$ cat src/rtl/als_light_filter_pkg.sv
// Shared constants and helpers for the ambient-light filter: data widths, default
// thresholds and timeout, plus the hysteresis decision used by the top.
package als_light_filter_pkg;

   localparam int         ALS_BYTE_W         = 8;
   localparam int         CLK_HZ             = 100_000_000;
   localparam int         DEF_AVG_LOG2       = 3;
   localparam logic [7:0] DEF_TH_HI          = 8'd160;
   localparam logic [7:0] DEF_TH_LO          = 8'd96;
   localparam int         DEF_TIMEOUT_CYCLES = 2_000_000;  // 20 ms at CLK_HZ

   // Between the thresholds the previous flag is kept.
   function automatic logic hyst_next(input logic       cur,
                                      input logic [7:0] avg,
                                      input logic [7:0] th_hi,
                                      input logic [7:0] th_lo);
      if (avg >= th_hi) return 1'b1;
      if (avg <= th_lo) return 1'b0;
      return cur;
   endfunction

endpackage

$ cat src/rtl/als_light_filter_if.sv
// Sensor-to-filter bundle: raw SPI reader byte/valid in, filtered light results out.
interface als_light_filter_if;
   import als_light_filter_pkg::*;

   // i_RX_DV is a valid-only pulse from the sclk domain (no ready): the byte is stable
   // while it is high, each rising edge is one sample, and the consumer cannot stall it.
   logic [ALS_BYTE_W-1:0] i_RX_Byte;
   logic                  i_RX_DV;
   logic [ALS_BYTE_W-1:0] o_avg;
   logic                  o_avg_valid;
   logic                  o_sample_stb;
   logic                  o_bright;
   logic                  o_stale;

   modport master (output i_RX_Byte, i_RX_DV,
                   input  o_avg, o_avg_valid, o_sample_stb, o_bright, o_stale);

   modport slave  (input  i_RX_Byte, i_RX_DV,
                   output o_avg, o_avg_valid, o_sample_stb, o_bright, o_stale);

endinterface

$ cat src/rtl/als_light_filter_sync_edge_det.sv
// Two-flop synchronizer plus rising-edge pulse for a slow flag from another clock domain.
module als_light_filter_sync_edge_det #(
   parameter logic HIST_RST = 1'b1
) (
   input  logic clk,
   input  logic rst,
   input  logic async_in,
   output logic pulse
);

   logic       s1, s2, s3;
   logic [1:0] prime;

   // The history flop keeps its reset value until s2 carries a real post-reset sample,
   // so a flag that is already high at reset release never produces a pulse.
   always_ff @(posedge clk) begin
      if (rst) begin
         s1    <= 1'b0;
         s2    <= 1'b0;
         s3    <= HIST_RST;
         prime <= 2'b00;
      end else begin
         s1    <= async_in;
         s2    <= s1;
         prime <= {prime[0], 1'b1};
         if (prime[1]) s3 <= s2;
      end
   end

   assign pulse = s2 & ~s3;

endmodule

$ cat src/rtl/als_light_filter.sv
// Ambient-light filter: moving average over the last N samples, hysteresis bright flag,
// and a stale-sensor flag when samples stop arriving.
module als_light_filter
   import als_light_filter_pkg::*;
#(
   parameter int         AVG_LOG2       = DEF_AVG_LOG2,
   parameter logic [7:0] TH_HI          = DEF_TH_HI,
   parameter logic [7:0] TH_LO          = DEF_TH_LO,
   parameter int         TIMEOUT_CYCLES = DEF_TIMEOUT_CYCLES
) (
   input  logic               clk,
   input  logic               rst,
   als_light_filter_if.slave  bus
);

   localparam int N  = 1 << AVG_LOG2;
   localparam int SW = ALS_BYTE_W + AVG_LOG2;
   localparam int CW = $clog2(TIMEOUT_CYCLES + 1);
   localparam logic [AVG_LOG2:0] FULL    = (AVG_LOG2 + 1)'(N);
   localparam logic [CW-1:0]     TO_SAT  = CW'(TIMEOUT_CYCLES);

   logic                  stb;
   logic [ALS_BYTE_W-1:0] win [N];
   logic [AVG_LOG2-1:0]   wr_ptr;
   logic [AVG_LOG2:0]     fill;
   logic [SW-1:0]         sum;
   logic [SW-1:0]         new_ext;
   logic [SW-1:0]         old_ext;
   logic                  upd;
   logic [CW-1:0]         tcnt;

   als_light_filter_sync_edge_det #(.HIST_RST(1'b1)) u_dv_sync (
      .clk      (clk),
      .rst      (rst),
      .async_in (bus.i_RX_DV),
      .pulse    (stb)
   );

   assign new_ext = SW'(bus.i_RX_Byte);
   assign old_ext = SW'(win[wr_ptr]);

   // Sample storage is never cleared; the fill count hides stale entries after reset.
   always_ff @(posedge clk) begin
      if (stb && !rst) win[wr_ptr] <= bus.i_RX_Byte;
   end

   always_ff @(posedge clk) begin
      if (rst) begin
         wr_ptr           <= '0;
         fill             <= '0;
         sum              <= '0;
         upd              <= 1'b0;
         tcnt             <= '0;
         bus.o_avg        <= '0;
         bus.o_avg_valid  <= 1'b0;
         bus.o_sample_stb <= 1'b0;
         bus.o_bright     <= 1'b0;
      end else begin
         upd              <= stb;
         bus.o_sample_stb <= upd;

         if (stb) begin
            wr_ptr <= wr_ptr + 1'b1;
            if (fill == FULL) begin
               sum <= sum + new_ext - old_ext;
            end else begin
               sum  <= sum + new_ext;
               fill <= fill + 1'b1;
            end
         end

         // Results follow one cycle after the window update so they see the new sum.
         if (upd) begin
            bus.o_avg <= sum[SW-1:AVG_LOG2];
            if (fill == FULL) begin
               bus.o_avg_valid <= 1'b1;
               bus.o_bright    <= hyst_next(bus.o_bright, sum[SW-1:AVG_LOG2], TH_HI, TH_LO);
            end
         end

         if (stb)                tcnt <= '0;
         else if (tcnt != TO_SAT) tcnt <= tcnt + 1'b1;
      end
   end

   assign bus.o_stale = (tcnt == TO_SAT);

endmodule
$ cat src/flat_wrapper.sv
// flat-port wrapper written by rule: the top's interface ports become plain ports
module als_light_filter_flat import als_light_filter_pkg::*;
#(
   parameter int         AVG_LOG2       = DEF_AVG_LOG2,
   parameter logic [7:0] TH_HI          = DEF_TH_HI,
   parameter logic [7:0] TH_LO          = DEF_TH_LO,
   parameter int         TIMEOUT_CYCLES = DEF_TIMEOUT_CYCLES
)
  (clk, rst, bus_i_RX_Byte, bus_i_RX_DV, bus_o_avg, bus_o_avg_valid, bus_o_sample_stb, bus_o_bright, bus_o_stale);
  als_light_filter_if bus_i ();
  input  logic clk;
  input  logic rst;
  input wire logic [$bits(bus_i.i_RX_Byte)-1:0] bus_i_RX_Byte;
  input wire logic [$bits(bus_i.i_RX_DV)-1:0] bus_i_RX_DV;
  output wire logic [$bits(bus_i.o_avg)-1:0] bus_o_avg;
  output wire logic [$bits(bus_i.o_avg_valid)-1:0] bus_o_avg_valid;
  output wire logic [$bits(bus_i.o_sample_stb)-1:0] bus_o_sample_stb;
  output wire logic [$bits(bus_i.o_bright)-1:0] bus_o_bright;
  output wire logic [$bits(bus_i.o_stale)-1:0] bus_o_stale;
  assign bus_i.i_RX_Byte = bus_i_RX_Byte;
  assign bus_i.i_RX_DV = bus_i_RX_DV;
  assign bus_o_avg = bus_i.o_avg;
  assign bus_o_avg_valid = bus_i.o_avg_valid;
  assign bus_o_sample_stb = bus_i.o_sample_stb;
  assign bus_o_bright = bus_i.o_bright;
  assign bus_o_stale = bus_i.o_stale;
  als_light_filter #(.AVG_LOG2(AVG_LOG2), .TH_HI(TH_HI), .TH_LO(TH_LO), .TIMEOUT_CYCLES(TIMEOUT_CYCLES)) u_core (.clk(clk), .rst(rst), .bus(bus_i));
endmodule
$ cat config.mk
export PLATFORM = sky130hd
export DESIGN_NAME = als_light_filter_flat
export DESIGN_NICKNAME = d
export VERILOG_FILES = /design/src/rtl/als_light_filter_pkg.sv /design/src/rtl/als_light_filter_if.sv /design/src/rtl/als_light_filter_sync_edge_det.sv /design/src/rtl/als_light_filter.sv /design/src/flat_wrapper.sv
export SDC_FILE = /design/constraint.sdc
export NUM_CORES = 1
export LEC_CHECK = 0
export ABC_AREA = 1
export BUFFER_PORTS_ARGS = -buffer_cell sky130_fd_sc_hd__buf_4
export CORE_AREA = 2 2 124 126
export DETAILED_ROUTE_END_ITERATION = 6
export DIE_AREA = 0 0 126 128
export HOLD_SLACK_MARGIN = 0.12
export PLACE_DENSITY_LB_ADDON = 0.08
export SLEW_MARGIN = 20
export SYNTH_ARGS = -nofsm -noshare
export SYNTH_HDL_FRONTEND = slang
export SYNTH_HIERARCHICAL = 1
export SYNTH_SLANG_ARGS = --single-unit
$ cat constraint.sdc
create_clock -name clk -period 3.65 [get_ports clk]
set_clock_uncertainty 0.15 [all_clocks]
set_input_delay 0.1825 -clock clk [delete_from_list [all_inputs] [get_ports clk]]
set_output_delay 0.1825 -clock clk [all_outputs]
set_load 0.005 [all_outputs]
==> results of run 1 <==
layer usage:
metal,track usage (%),part of all wire [%]
met5,0,0
met1,23.8,48
met3,4.84,3.4
met4,5.17,0.80
met2,29.8,48
cell families (layout without fill, tap and decap cells):
group           count (synthesis)  count (layout)  share of synthesized area (%)
compound gates                130             130                           12.9
simple gates                  265             265                           20.0
xor+xnor                       12              12                           1.82
flops                         123             123                           53.8
fa+ha+maj                      23              23                           5.12
buf+inv                        96             157                           6.36
area by class of cell:
cell class,count,area [um^2]
fillers,1458,7990
clock buffers,24,482
multi-input cells,430,2300
clock inverters,8,91.3
well taps,188,235
repair buffers,46,373
inverters,79,297
flip-flops and latches,123,3100
layout by cell type (no fill, tap or decap), types with 4 or more instances in the layout:
| cell | Yosys | routed |
|---|---|---|
| ha_1 | 22 | 22 |
| o221ai_1 | 5 | 5 |
| nor2_1 | 78 | 78 |
| o211ai_1 | 5 | 5 |
| clkbuf_16 | 0 | 17 |
| nor3_1 | 6 | 6 |
| o21ai_1 | 15 | 15 |
| inv_2 | 9 | 9 |
| o21ai_0 | 49 | 49 |
| dfxtp_1 | 59 | 59 |
| o21a_1 | 4 | 4 |
| nand3_1 | 35 | 35 |
| nand2_1 | 121 | 121 |
| edfxtp_1 | 64 | 64 |
| a21oi_1 | 30 | 30 |
| o22ai_1 | 8 | 8 |
| nand4_1 | 9 | 9 |
| inv_1 | 70 | 70 |
| xor2_1 | 11 | 11 |
| buf_4 | 0 | 35 |
| clkbuf_1 | 11 | 4 |
| dlygate4sd3_1 | 0 | 11 |
power breakdown:
part | total, W | switching [W] | internal, W | leakage (nW)
logic | 0.000156 | 0.0000969 | 0.0000586 | 1.48
registers | 0.00147 | 0.00000599 | 0.00146 | 1.05
clock network | 0.00164 | 0.000586 | 0.00105 | 0.283
state kept, by name, summed over array words and instances, names as in the netlist, 2 cells and up, named ones only:
name,count
u_core/win,64
u_core/sum,11
u_core/bus.o_avg,8
u_core/fill,4
u_core/wr_ptr,3
u_core/u_dv_sync/prime,2
u_core/tcnt,21
critical path: cells and delay by family:
kind                       cells  cell delay [ns]
AOI/OAI and AO/OA              1             0.16
and+or+nand+nor               13             1.05
xor gates and xnor gates       1             0.15
buffers and inverters          5             0.90
adders and majority gates      2             0.70
stage by stage:
stage / cell area (um^2) / hold slack, ns / cells / setup slack, ns / total power (W)
after floorplan: 5770 / 0.101 / 649 / 1.09 / 0.00159
after global placement: 6190 / 0.237 / 855 / 0.879 / 0.00164
after detailed placement: 6190 / 0.244 / 855 / 0.841 / 0.00164
after CTS: 6880 / 0.254 / 898 / 0.719 / 0.00329
after global routing: 6880 / 0.261 / 898 / 0.373 / 0.00338
final: 6880 / 0.252 / 898 / 0.682 / 0.00326
worst max path at each step:
| stage | end | slack (ns) | cells past startpoint |
|---|---|---|---|
| 2_1_floorplan | u_core/sum[10] | 1.09 | 17 |
| 3_3_place_gp | u_core/sum[10] | 0.88 | 21 |
| 3_5_place_dp | u_core/sum[9] | 0.84 | 16 |
| 4_1_cts | u_core/sum[10] | 0.72 | 22 |
| 5_1_grt | u_core/sum[8] | 0.37 | 22 |
| 6_report | u_core/sum[10] | 0.68 | 22 |
==> results.toml, run 1 <==
[global_routing]
grt_usage_pct = 18.2
grt_max_degree = 33
antenna_found_initial = 0
grt_pass1_wl_mm = 22.7
grt_pass1_vias = 4349
overflow = 0

[sta]
worstMarginPinSlew_ns = 0.526
max_freq_ghz = 0.337
rsz0062_at_grt = "false"
maxSlewHeadroom_pct = 64.9
setup_tns_ns = 0
final.period_utilization_pct = 81.3
final-hold-violation-count = 0
fin_crit_ns = 2.97
setup_viol = 0
slew_violations = 0

[yosys]
synth-seq-cells = 123
ys.flop_type = "edfxtp_1"
synth_largest_area_cell = "edfxtp_1"
synthesis.instances = 649
synth-edff-count = 64
synth_top_area_share_pct = 33.3
synth_area_per_cell_um2 = 8.89
synth_most_common_cell = "nand2_1"
synth.area.top_cells = "edfxtp_1, dfxtp_1, nand2_1, nor2_1, ha_1"
netlist_top_cells_count = "nand2_1, nor2_1, inv_1, edfxtp_1, dfxtp_1"
async_reset_ff_share_pct = 0
ys_types = 43
synth_warnings = 6
seq_area_frac_synth_pct = 53.8
synth_area_mm2 = 0.00577
syn_nets = 683

[clock_network]
clockBufferDepth = 2
cts-root-buf = "clkbuf_16"
htreeDepth = 4
clkTransAtPathRegs_ns = 0.05
cts_resized = 0
clk_latency_ns = 0.42
cts_tree = "yes"
postCtsHoldBufs = 11
cts-buffers-inserted = 17
post_cts_buffers = 0
cts_sinks = 123

[layout]
nets = 731
area_growth_pct = 19.3
antennaDiodeCount = 0
drive_above_1_share_pct = 11.7
fin_util_pct = 46.3

[setup_path]
worst_setup_path_start_kind = "input port"
critPathMaxFanout = 9
critPathKind = "input port to register"
ff2ff_setup_slack_ns = 0.84
r2r-end = "u_core/sum[10]"
worstPathArrival_ns = 3.13
worstSetupStartpoint = "bus_i_RX_Byte[4]"
path_cells = "dlygate4sd3_1 > buf_4 > ha_1 > nand2_1 > inv_1 > nand2_1 > nand2_1 > a21oi_1 > xor2_1 > inv_1 > ha_1 > nand2_1 > inv_1 > nand4_1 > nand3_1 > nand2_1 > nand2_1 > nand3_1 > nand2_1 > nand2_1 > nand3_1 > nand2_1"
end_kind = "register"
slowest_stage = "dlygate4sd3_1"
rr_worst_depth = 15
max_stage_delay_ns = 0.54
critPathMostFrequentCell = "nand2_1"
crit_required_ns = 3.81

[floorplanning]
die_area_mm2 = 0.0161
pin_count = 23
die_w_um = 126
rows = 45
core_mm2 = 0.0149
die_h_um = 128
initial_core_util_pct = 38.8

[place]
dp_hpwl_mm = 9.61
io_buffers = 22
gp_congestion = 0.823

[hold_path]
min_from = "u_core/u_dv_sync/s1"
hold_end = "u_core/u_dv_sync/s2"
hp-class = "register to register"
hold_depth = 2

[detailed_routing]
dr.pass1.iters = 6
vias = 4512
drt-total-wl_mm = 13.8
drt-initial-drc-count = 253
ant_nets = 0
drc = 0
post_drt_via_cell_ratio = 5.02
wl_per_cell_um = 15.4

[flow_run]
drv_cap = 0

[pwr]
ir_drop_mv = 0.366
powerDensity_mw_per_mm2 = 474
total_leakage_power_nw = 2.82

[status]
status = "complete, no violations"
Power figures use the tool's default switching activity.
==> run 2, diff against run 1 <==
- clock period: 3.65 -> 2.4 ns (I/O delays scaled with it)
==> run 2 against run 1 <==
  * The flow now finishes with violations (negative setup slack)
  * Global-route usage up 0.93 points
  * Sequential share of layout area down 5.4 points
  * Total power up 60%
  * Worst setup slack worse by 0.85 ns
  * Critical endpoint is now u_core/sum[9]
==> results.toml, run 2 (synthesis results as in run 1) <==
[setup_path]
end_kind = "register"
path_cells = "buf_12 > buf_8 > o21ai_1 > o221ai_1 > o21ai_2 > ha_4 > a21o_1 > a21oi_2 > nand2_2 > nand2_2 > inv_2 > o21bai_1 > nand3_1 > o21ai_1"
worstPathArrival_ns = 2.76
critPathKind = "register to register"
critPathMaxFanout = 6
max_stage_delay_ns = 0.44
worst_setup_path_start_kind = "register"
slowest_stage = "dfxtp_4"
crit_required_ns = 2.60

[place]
dp_hpwl_mm = 10.3
gp_congestion = 0.857
io_buffers = 22
dpl_cell_area_mm2 = 0.00662

[clock_network]
cts_sinks = 123
clockBufferDepth = 2
htreeDepth = 4
cts-buffers-inserted = 17
clkTransAtPathRegs_ns = 0.05
cts_tree = "yes"
clk_latency_ns = 0.42
cts-root-buf = "clkbuf_16"

[sta]
fin_crit_ns = 2.57
setup_ws_ns = -0.168
max_freq_ghz = 0.389
maxSlewHeadroom_pct = 62.4
rsz0062_at_grt = "true"
hold_ws_ns = 0.250
final-hold-violation-count = 0
final.period_utilization_pct = 107
setup_viol = 8
worstMarginPinSlew_ns = 0.564
slew_violations = 0

[global_routing]
grt_max_degree = 22
antenna_found_initial = 0
grt_usage_pct = 19.1
overflow = 0
grt_pass1_vias = 4607
grt_pass1_wl_mm = 23.6

[layout]
area_growth_pct = 36.0
final_common_cell = "nand2_1"
drive_above_1_share_pct = 28.8
nFillCells = 1374
most-common-layout-cells = "nand2_1, buf_4, nor2_1"
nets = 789
largest_reg_flops = 64
antennaDiodeCount = 0
top_register = "u_core/win"
fin_area_mm2 = 0.00784
reg_top3 = "u_core/win (64), u_core/tcnt (21), u_core/sum (11)"

[detailed_routing]
vias = 4765
drt-total-wl_mm = 15.2
post_drt_via_cell_ratio = 4.98
wl_per_cell_um = 15.8
ant_nets = 0
dr.pass1.iters = 5
drc = 0
drt-initial-drc-count = 354

[hold_path]
hp-class = "input port to register"

[pwr]
powerDensity_mw_per_mm2 = 668
ir_drop_mv = 0.515
p_seq_share_pct = 42.7
p_int_w = 0.00412
swShare_pct = 21.3
total_leakage_power_nw = 3.20
combPwrFrac_pct = 7.1
power_w = 0.00523
power_frac_clock_pct = 50.2
p_sw_w = 0.00111

[status]
status = "finished with violations"
violations = "negative setup slack"

[flow_run]
drv_cap = 0

[floorplanning]
rows = 45
pin_count = 23
die_area_mm2 = 0.0161
core_mm2 = 0.0149
initial_core_util_pct = 38.8
die_h_um = 128
die_w_um = 126
[run 2: cell count changes in the layout (fill, tap and decap cells not counted), sizes merged]
cell	previous run	this run
bufinv	2	4
clkinv	6	8
clkbuf	24	20
dlygate4sd3	11	12
buf	35	90
clkinvlp	0	2
[run 2: layout make-up]
cell class	instances	area (um^2)	area share, %
Clock buffer	18	429	5.47
Clock inverter	14	178	2.27
Inverter	79	307	3.91
Multi-Input combinational cell	430	2670	34.1
Sequential cell	123	3120	39.7
Tap cell	188	235	3.00
Timing Repair Buffer	104	902	11.5
[run 2: path summary, 6_finish.rpt]
| kind | start | to | slack, ns | depth (start not counted) |
|---|---|---|---|---|
| setup / recovery | register | u_core/sum[9] | -0.17 | 14 |
| hold reg to reg | u_core/u_dv_sync/s1 | u_core/u_dv_sync/s2 | 0.26 | 2 |
| setup reg to reg | register | u_core/sum[9] | -0.17 | 14 |
| hold / removal | bus_i_RX_Byte[4] | u_core/sum[4] | 0.25 | 5 |
[run 2: power groups by stage]
stage          combinational (W)  clock (W)  sequential [W]
2_1_floorplan           0.000153          0         0.00228
3_3_place_gp            0.000276          0         0.00228
3_5_place_dp            0.000278          0         0.00228
4_1_cts                 0.000307    0.00269         0.00223
5_1_grt                 0.000406    0.00277         0.00224
6_report                0.000370    0.00263         0.00224
[run 2: critical path, delay by kind of cell, from the launching register on]
| kind | cells | cell delay (ns) |
|---|---|---|
| buf+inv | 3 | 0.31 |
| simple gates | 3 | 0.25 |
| compound gates | 7 | 1.07 |
| flops | 1 | 0.44 |
| fa+ha+maj | 1 | 0.28 |
[run 2: what timing repair did]
action | 4_1_cts | 5_1_grt
setup buffers | 3 | 8
endpoints found under the setup margin | 8 | 10
resized for setup | 29 | 73
gates cloned | 1 | 2
hold buffers | 12 | 0
endpoints found under the hold margin | 75 | 0
pin swaps | 12 | 45
[run 2: through the flow]
stage / setup WS [ns] / setup TNS [ns] / util, % / cells
final: -0.168 / -1.05 / 52.7 / 956
after global routing: -0.345 / -2.30 / 52.7 / 956
after CTS: -0.181 / -0.888 / 50.3 / 948
after detailed placement: -0.294 / -1.75 / 44.5 / 900
after global placement: -0.254 / -1.46 / 44.5 / 900
after floorplan: 0.00333 / 0 / - / 649
[run 2: metal layers]
layer	vias up	track usage [%]	wire, um
li1	2416	-	-
met1	2238	24.4	6870
met2	92	31.6	7420
met3	19	4.47	623
met4	0	7.24	231
met5	-	0	0
